--- config.mk ---
export PLATFORM = sky130hd
export DESIGN_NAME = writeback_unit
export DESIGN_NICKNAME = d
export VERILOG_FILES = /design/src/rtl/writeback_unit_pkg.sv /design/src/rtl/writeback_unit_load_extend.sv /design/src/rtl/writeback_unit.sv
export SDC_FILE = /design/constraint.sdc
export NUM_CORES = 1
export LEC_CHECK = 0
export BUFFER_PORTS_ARGS = -buffer_cell sky130_fd_sc_hd__buf_2
export CAP_MARGIN = 15
export CORE_MARGIN = 2
export CORE_UTILIZATION = 45
export CTS_CLUSTER_DIAMETER = 50
export DETAILED_ROUTE_END_ITERATION = 7
export PLACE_DENSITY = 0.79
export SETUP_SLACK_MARGIN = 0.2
export SLEW_MARGIN = 25
export SYNTH_ARGS = -nofsm -noshare
export SYNTH_HDL_FRONTEND = slang
export SYNTH_SLANG_ARGS = --single-unit
--- constraint.sdc ---
create_clock -name clk -period 3.05 [get_ports clk]
set_input_delay 0.305 -clock clk [delete_from_list [all_inputs] [get_ports clk]]
set_output_delay 0.305 -clock clk [all_outputs]
set_load 0.05 [all_outputs]
--- src/rtl/writeback_unit_pkg.sv ---
// Shared constants and types for the register-file writeback unit.
// Holds the load funct3 encodings, the FSM states and the writeback payload.
package writeback_unit_pkg;

    localparam int unsigned XLEN  = 32;
    localparam int unsigned REG_W = 5;
    localparam int unsigned F3_W  = 3;

    typedef enum logic [F3_W-1:0] {
        F3_LB  = 3'b000,
        F3_LH  = 3'b001,
        F3_LW  = 3'b010,
        F3_LBU = 3'b100,
        F3_LHU = 3'b101
    } ld_funct3_e;

    typedef enum logic {
        S_IDLE      = 1'b0,
        S_LOAD_WAIT = 1'b1
    } wb_state_e;

    typedef struct packed {
        logic [REG_W-1:0] rd;
        logic [XLEN-1:0]  data;
    } wb_req_t;

endpackage

--- src/rtl/writeback_unit_load_extend.sv ---
// Combinational load alignment: selects byte/halfword from a word-aligned read
// and sign- or zero-extends it; unknown funct3 behaves as LW.
module load_extend
    import writeback_unit_pkg::*;
(
    input  logic [F3_W-1:0] funct3,
    input  logic [1:0]      addr_lo,
    input  logic [XLEN-1:0] rdata,
    output logic [XLEN-1:0] value
);

    logic [7:0]  byte_sel;
    logic [15:0] half_sel;

    always_comb begin
        byte_sel = rdata[{addr_lo, 3'b000} +: 8];
        half_sel = rdata[{addr_lo[1], 4'b0000} +: 16];
        value    = rdata;
        case (funct3)
            F3_LB:   value = {{24{byte_sel[7]}}, byte_sel};
            F3_LH:   value = {{16{half_sel[15]}}, half_sel};
            F3_LBU:  value = {24'h000000, byte_sel};
            F3_LHU:  value = {16'h0000, half_sel};
            default: value = rdata;
        endcase
    end

endmodule

--- src/rtl/writeback_unit.sv ---
// Register-file writeback arbiter: one outstanding load plus an ALU path with a
// one-entry skid buffer; load return wins, the displaced ALU result drains next.
module writeback_unit
    import writeback_unit_pkg::*;
(
    input  logic              clk,
    input  logic              rst,
    input  logic              alu_valid,
    input  logic [REG_W-1:0]  alu_rd,
    input  logic [XLEN-1:0]   alu_data,
    output logic              alu_ready,
    input  logic              ld_req_valid,
    input  logic [REG_W-1:0]  ld_req_rd,
    input  logic [F3_W-1:0]   ld_funct3,
    input  logic [1:0]        ld_addr_lo,
    output logic              ld_req_ready,
    input  logic              mem_rvalid,
    input  logic [XLEN-1:0]   mem_rdata,
    output logic              wb_en,
    output logic [REG_W-1:0]  rd_index,
    output logic [XLEN-1:0]   wb_data,
    output logic              pend_valid,
    output logic [REG_W-1:0]  pend_rd
);

    wb_state_e        state_q;
    logic             pend_valid_q;
    logic [REG_W-1:0] pend_rd_q;
    logic [F3_W-1:0]  funct3_q;
    logic [1:0]       addr_lo_q;
    logic             buf_valid_q, buf_valid_d;
    wb_req_t          buf_q, buf_d;
    logic             wb_en_q;
    logic [REG_W-1:0] rd_index_q;
    logic [XLEN-1:0]  wb_data_q;

    logic             ld_ret;
    logic             alu_acc;
    logic             win;
    wb_req_t          win_req;
    logic [XLEN-1:0]  ld_value;

    load_extend u_load_extend (
        .funct3  (funct3_q),
        .addr_lo (addr_lo_q),
        .rdata   (mem_rdata),
        .value   (ld_value)
    );

    assign alu_ready    = !buf_valid_q;
    assign ld_req_ready = (state_q == S_IDLE);
    assign ld_ret       = (state_q == S_LOAD_WAIT) && mem_rvalid;
    assign alu_acc      = alu_valid && !buf_valid_q;

    // Source selection: load return > buffered ALU > incoming ALU.
    always_comb begin
        win         = 1'b0;
        win_req     = '0;
        buf_valid_d = buf_valid_q;
        buf_d       = buf_q;
        if (ld_ret) begin
            win     = 1'b1;
            win_req = '{rd: pend_rd_q, data: ld_value};
            if (alu_acc) begin
                buf_valid_d = 1'b1;
                buf_d       = '{rd: alu_rd, data: alu_data};
            end
        end else if (buf_valid_q) begin
            win         = 1'b1;
            win_req     = buf_q;
            buf_valid_d = 1'b0;
        end else if (alu_acc) begin
            win     = 1'b1;
            win_req = '{rd: alu_rd, data: alu_data};
        end
    end

    // Load tracking FSM.
    always_ff @(posedge clk or posedge rst) begin
        if (rst) begin
            state_q      <= S_IDLE;
            pend_valid_q <= 1'b0;
            pend_rd_q    <= '0;
            funct3_q     <= '0;
            addr_lo_q    <= '0;
        end else begin
            case (state_q)
                S_IDLE: begin
                    if (ld_req_valid) begin
                        state_q      <= S_LOAD_WAIT;
                        pend_valid_q <= 1'b1;
                        pend_rd_q    <= ld_req_rd;
                        funct3_q     <= ld_funct3;
                        addr_lo_q    <= ld_addr_lo;
                    end
                end
                S_LOAD_WAIT: begin
                    if (mem_rvalid) begin
                        state_q      <= S_IDLE;
                        pend_valid_q <= 1'b0;
                    end
                end
                default: state_q <= S_IDLE;
            endcase
        end
    end

    // Skid buffer and registered writeback port; x0 writes are consumed silently.
    always_ff @(posedge clk or posedge rst) begin
        if (rst) begin
            buf_valid_q <= 1'b0;
            buf_q       <= '0;
            wb_en_q     <= 1'b0;
            rd_index_q  <= '0;
            wb_data_q   <= '0;
        end else begin
            buf_valid_q <= buf_valid_d;
            buf_q       <= buf_d;
            wb_en_q     <= win && (win_req.rd != '0);
            if (win && (win_req.rd != '0)) begin
                rd_index_q <= win_req.rd;
                wb_data_q  <= win_req.data;
            end
        end
    end

    assign wb_en      = wb_en_q;
    assign rd_index   = rd_index_q;
    assign wb_data    = wb_data_q;
    assign pend_valid = pend_valid_q;
    assign pend_rd    = pend_rd_q;

endmodule

==> impl_metrics.env, run 1 <==
export IMPL_status="completed"
export IMPL_tritoncts="done"
export IMPL_worst_path_max_delay_cell="nor4_4"
export IMPL_synth_seq_cells=88
export IMPL_powerDensity_mw_per_mm2=759.6
export IMPL_dp_cells=662
export IMPL_instances_no_fill=683
export IMPL_fin_util_pct=55.72
export IMPL_synth_flop_cell="dfrtp_1"
export IMPL_cp_top_family="buffers and inverters"
export IMPL_ir_worst_vdd_mv=0.2837
export IMPL_via_count=3947
export IMPL_clk_latency_ps=370
export IMPL_ys_top_cells_by_count="dfrtp_1 (88), mux2_2 (49), a21oi_1 (41)"
export IMPL_placementRows=37
export IMPL_p_leak_nw=2.659
export IMPL_grt_usage_pct=23.50
export IMPL_gp_congestion=0.9859
export IMPL_critPathKind="reg -> reg"
export IMPL_io_buffers=129
export IMPL_synthToLayoutAreaGrowth_pct=20.88
export IMPL_synth_edf_count=0
export IMPL_nets=622
export IMPL_ff_latch_area_mm2=0.002202
export IMPL_multi_input_area_mm2=0.002291
export IMPL_fmax_ghz=0.3793
export IMPL_avgSynthCellArea_um2=11.20
export IMPL_crit_buf_inv=2
export IMPL_wl_mm=13.05
export IMPL_dieWidth_um=106.4
export IMPL_crit_chain="inv_1 -> a31oi_1 -> o22ai_1 -> nor4_4 -> buf_12 -> mux2_2"
export IMPL_pin_count=130
export IMPL_drtIter0Drc=296
export IMPL_cts_made_buffers=9
export IMPL_cts_path_max_buffers=2
export IMPL_critPathMaxFanout=32
export IMPL_place_detailed_hpwl_mm=9.699
export IMPL_drive_above_1_share_pct=43.09
export IMPL_crit_required_ps=3300
export IMPL_ant_nets=0
export IMPL_finalCritPeriodShare_pct=86.44
export IMPL_maxSlewViolCount=0
export IMPL_cts_htree_levels=3
export IMPL_synth_cell_types=36
export IMPL_setup_violations=0
export IMPL_remaining_drc_errors=0
export IMPL_synth_nets=505
export IMPL_fp_dieH_um=106.4
export IMPL_cts_sinks=88
export IMPL_initial_core_util_pct=46.09
export IMPL_ys_seq_area_share_pct=46.70
export IMPL_cp_end_kind="flip-flop"
export IMPL_die_area_mm2=0.01131
export IMPL_synth_warnings=0
export IMPL_antenna_found_initial=4
export IMPL_core_mm2=0.01023
export IMPL_timing_hold_ws_ps=136.0
export IMPL_fin_crit_ps=2637
export IMPL_syn_area_mm2=0.004716
export IMPL_grt_pass1_wl_mm=20.55
export IMPL_rsz0062_at_grt="false"
export IMPL_wire_per_inst_um=19.11
export IMPL_synth_most_common_cell="dfrtp_1"
export IMPL_synth_area_leaders="dfrtp_1 (47%), mux2_2 (12%), mux2_4 (6.4%), a221oi_1 (4.5%), a21oi_1 (4.4%)"
export IMPL_synth_area_leader_cell="dfrtp_1"
export IMPL_hold_class="in -> reg"
export IMPL_grt_overflow_total=0
export IMPL_start_kind="flip-flop"
export IMPL_grt_max_degree=43
export IMPL_final_setup_skew_ps=12.09
export IMPL_grt_pass1_vias=3991
export IMPL_drv_cap=0
export IMPL_fill_cells=876
export IMPL_synth_top_area_share_pct=46.70
export IMPL_viasPerCell=5.779
export IMPL_path_clk_slew_ps=90
export IMPL_postSynthCellCount=421
export IMPL_max_stage_delay_ps=520
export IMPL_async_reset_ff_share_pct=100.0
export IMPL_tns_ps=0
export IMPL_worst_pin_slew_ps=531.7
export IMPL_cts_root_buf="clkbuf_8"
export IMPL_maxSlewHeadroom_pct=64.51
export IMPL_arrival_ps=2890
export IMPL_drtPass1Iterations=5
export IMPL_hold_viol_final=0
export IMPL_cts_setup_buffers=0
final timing paths:
check                      cells after the start           from  slack [ps]            to
max                                            6    buf_valid_q         410    wb_data[4]
min in group asynchronous                      3            rst         500     buf_q[14]
min                                            3  ld_addr_lo[1]         140  addr_lo_q[1]
min reg2reg                                    1     wb_data[9]         500    wb_data[9]
max reg2reg                                    6    buf_valid_q         410    wb_data[4]
max in group asynchronous                      4            rst        1760      buf_q[9]
layout make-up:
type	count	area share, %
multi-input cells	287	40.19
flip-flops and latches	88	38.63
repair buffers	142	13.30
well taps	136	2.985
clock buffers	11	2.656
clock inverters	5	1.383
inverters	10	0.6804
diodes	4	0.1756
kinds of logic after synthesis:
logic type / after synthesis / synth area share [%]
buffers and inverters: 46 / 4.723
AND/OR/NAND/NOR: 83 / 8.994
multiplexers: 89 / 22.68
AO/OA/AOI/OAI: 115 / 16.90
flip-flops: 88 / 46.70
registers in the layout, summed over array words and instances (netlist names):
name,cells
addr_lo_q,2
pend_rd,5
state_q,1
wb_data,32
rd_index,5
funct3_q,3
buf_valid_q,1
pend_valid,1
wb_en,1
buf_q,37
what timing repair did:
item                                   CTS  global route
endpoints found under the hold margin   28             0
gates resized for setup                  0             0
hold buffers                             1             0
worst min-delay path, stage by stage:
cell and delay (ps):
buf_2 80, nand2_1 40, o21ai_0 60
where the power goes:
| group | internal, mW | switching, mW |
|---|---|---|
| Combinational | 0.622 | 1.09 |
| Sequential | 1.49 | 0.211 |
| Clock | 0.505 | 0.422 |
through the flow:
stage,power [mW],setup slack (ps),area (um^2)
detailed placement,3.417,477.7,5450
global route,4.532,278.6,5700
finish,4.330,413.5,5700
CTS,4.338,469.5,5690
global placement,3.360,618.3,5450
floorplan,2.977,466.4,4716
cell usage in the layout, fill, tap and decap left out, types with 2 or more instances in the layout:
master     Yosys  layout
buf_2          1     129
dfrtp_1       88      88
mux2_2        49      49
a21oi_1       41      41
nand2_1       36      36
a221oi_1      24      24
mux2_4        20      20
nor2b_1       17      17
mux2i_1       15      15
o22ai_1       11      11
o21ai_0       11      11
clkbuf_8       0      11
buf_4          1      11
nor2_1        10      10
o2bb2ai_1     10      10
inv_1         10       9
and3_1         7       7
a211oi_1       6       6
nand3b_1       6       6
diode_2        0       4
mux2_1         4       4
clkinv_2       0       3
a31oi_1        2       2
a22o_1         2       2
and2_1         2       2
a221oi_2       2       2
a21o_1         2       2
bufinv_16      0       2
routing by layer:
metal / global-route usage [%] / up-vias / part of all wire [%]
met5: 0 / - / 0
met4: 12.41 / 0 / 4.0
met3: 5.334 / 43 / 7.3
li1: - / 1794 / -
met2: 35.35 / 183 / 47
met1: 31.63 / 1927 / 42
Power figures use the tool's default switching activity.
==> inputs of run 2 (changes only) <==
Settings changed: CORE_UTILIZATION 45 to 50, PLACE_DENSITY 0.79 to 0.86.
==> run 2 against run 1 <==
Die area fell by 9.6%; first-iteration DRC count rose by 20%; flip-flop and latch count did not move; global-route usage rose by 2.3 points; clock-buffer cell count fell by 1; total power fell by 3.3%; hold slack got worse by 130 ps; maximum frequency rose by 1.1%; critical path type unchanged.
==> impl_metrics.env, run 2 (synthesized netlist as in run 1, its figures left out) <==
export IMPL_status="completed"
export IMPL_rsz0062_at_grt="false"
export IMPL_grt_pass1_wl_mm=20.20
export IMPL_drive_above_1_share_pct=42.57
export IMPL_cts_sinks=88
export IMPL_cts_setup_buffers=0
export IMPL_initial_core_util_pct=51.28
export IMPL_start_kind="flip-flop"
export IMPL_dieWidth_um=101.1
export IMPL_pre_cts_slack_ps=464.2
export IMPL_drv_cap=0
export IMPL_grt_overflow_total=0
export IMPL_power_mw=4.187
export IMPL_core_mm2=0.009196
export IMPL_final_cell_mix="buf_2 (129), dfrtp_1 (88), mux2_2 (49)"
export IMPL_synthToLayoutAreaGrowth_pct=18.63
export IMPL_io_buffers=129
export IMPL_hold_class="in -> async"
export IMPL_nets=619
export IMPL_grt_usage_pct=25.81
export IMPL_die_area_mm2=0.01022
export IMPL_via_count=4046
export IMPL_cts_made_buffers=9
export IMPL_cp_end_kind="flip-flop"
export IMPL_cts_htree_levels=3
export IMPL_cts_root_buf="clkbuf_8"
export IMPL_maxSlewViolCount=0
export IMPL_critPathMaxFanout=32
export IMPL_crit_required_ps=3290
export IMPL_maxSlewHeadroom_pct=55.00
export IMPL_drtIter0Drc=355
export IMPL_p_leak_nw=2.619
export IMPL_ir_worst_vdd_mv=0.2600
export IMPL_fin_crit_ps=2607
export IMPL_grt_pass1_vias=3907
export IMPL_placementRows=35
export IMPL_wl_mm=13.12
export IMPL_grt_max_degree=53
export IMPL_hold_viol_final=0
export IMPL_antenna_found_initial=1
export IMPL_place_detailed_hpwl_mm=9.529
export IMPL_largest_reg_flops=37
export IMPL_ff_latch_area_mm2=0.002202
export IMPL_tritoncts="done"
export IMPL_pin_count=130
export IMPL_finalCritPeriodShare_pct=85.48
export IMPL_clk_latency_ps=360
export IMPL_path_clk_slew_ps=90
export IMPL_ant_nets=0
export IMPL_worst_pin_slew_ps=674.2
export IMPL_cts_path_max_buffers=2
export IMPL_gp_congestion=0.9422
export IMPL_arrival_ps=2850
export IMPL_tns_ps=0
export IMPL_drtPass1Iterations=5
export IMPL_ctsHoldBuffers=0
export IMPL_largest_register="buf_q"
export IMPL_setup_violations=0
export IMPL_worst_slack_ps=442.8
export IMPL_cts_resized=0
export IMPL_viasPerCell=6.225
export IMPL_critPathKind="reg -> reg"
export IMPL_fin_util_pct=60.83
export IMPL_wire_per_inst_um=20.18
export IMPL_layout_commonest_cell="buf_2"
export IMPL_final_setup_skew_ps=10.46
export IMPL_multi_input_area_mm2=0.002291
export IMPL_fill_cells=735
export IMPL_fp_dieH_um=101.1
export IMPL_fmax_ghz=0.3836
export IMPL_powerDensity_mw_per_mm2=748.5
export IMPL_remaining_drc_errors=0
-- run 2: changes by cell type in the layout (fill, tap and decap cells not counted) --
cell           before  now
clkinvlp_4          0    1
bufinv_16           2    1
clkbuf_8           11    9
buf_4              11    8
clkbuf_1            0    1
buf_12              1    2
dlygate4sd3_1       1    0
clkinv_4            1    0
diode_2             4    1
-- run 2: layout make-up --
type / instances / share of cell area, %
sequential: 88 / 39.36
antenna: 1 / 0.04473
clock buffer: 10 / 2.281
timing repair buffer: 139 / 13.33
tap: 111 / 2.483
multi-input combinational: 287 / 40.95
clock inverter: 4 / 0.8499
inverter: 10 / 0.6934
-- run 2: stage by stage --
| stage | cell area [um^2] | cells | hold slack [ps] |
|---|---|---|---|
| finish | 5594 | 650 | 9.319 |
| global route | 5594 | 650 | 59.97 |
| CTS | 5592 | 649 | 30.22 |
| detailed placement | 5416 | 635 | 414.1 |
| global placement | 5416 | 635 | 403.2 |
| floorplan | 4716 | 421 | 404.8 |
-- run 2: worst max-delay path: stages, from the launching register on --
cell and delay [ps]:
dfrtp_1 510, inv_1 240, a31oi_1 340, o22ai_1 210, nor4_4 490, buf_12 310
mux2_2 380
-- run 2: final timing paths --
check                              from     endpoint  slack, ps  cells past startpoint
setup / recovery            buf_valid_q   wb_data[0]        440                      6
hold / removal                      rst        wb_en          9                      2
setup reg to reg            buf_valid_q   wb_data[0]        440                      6
hold reg to reg             rd_index[1]  rd_index[1]        490                      1
max in group asynchronous           rst    buf_q[30]       2320                      3
min in group clk           ld_req_rd[3]   pend_rd[3]        150                      3
-- run 2: power by group --
group          leakage [nW]  switching [mW]  total (mW)  internal (mW)
Clock                0.0880           0.399       0.767          0.367
Sequential             1.06           0.213        1.70           1.48
Combinational          1.47            1.10        1.72          0.622
-- run 2: routing by layer --
layer	track usage (%)	share of wire [%]
met2	40.19	47
met1	35.51	41
met4	11.64	4.1
met3	4.438	7.9
met5	0	0
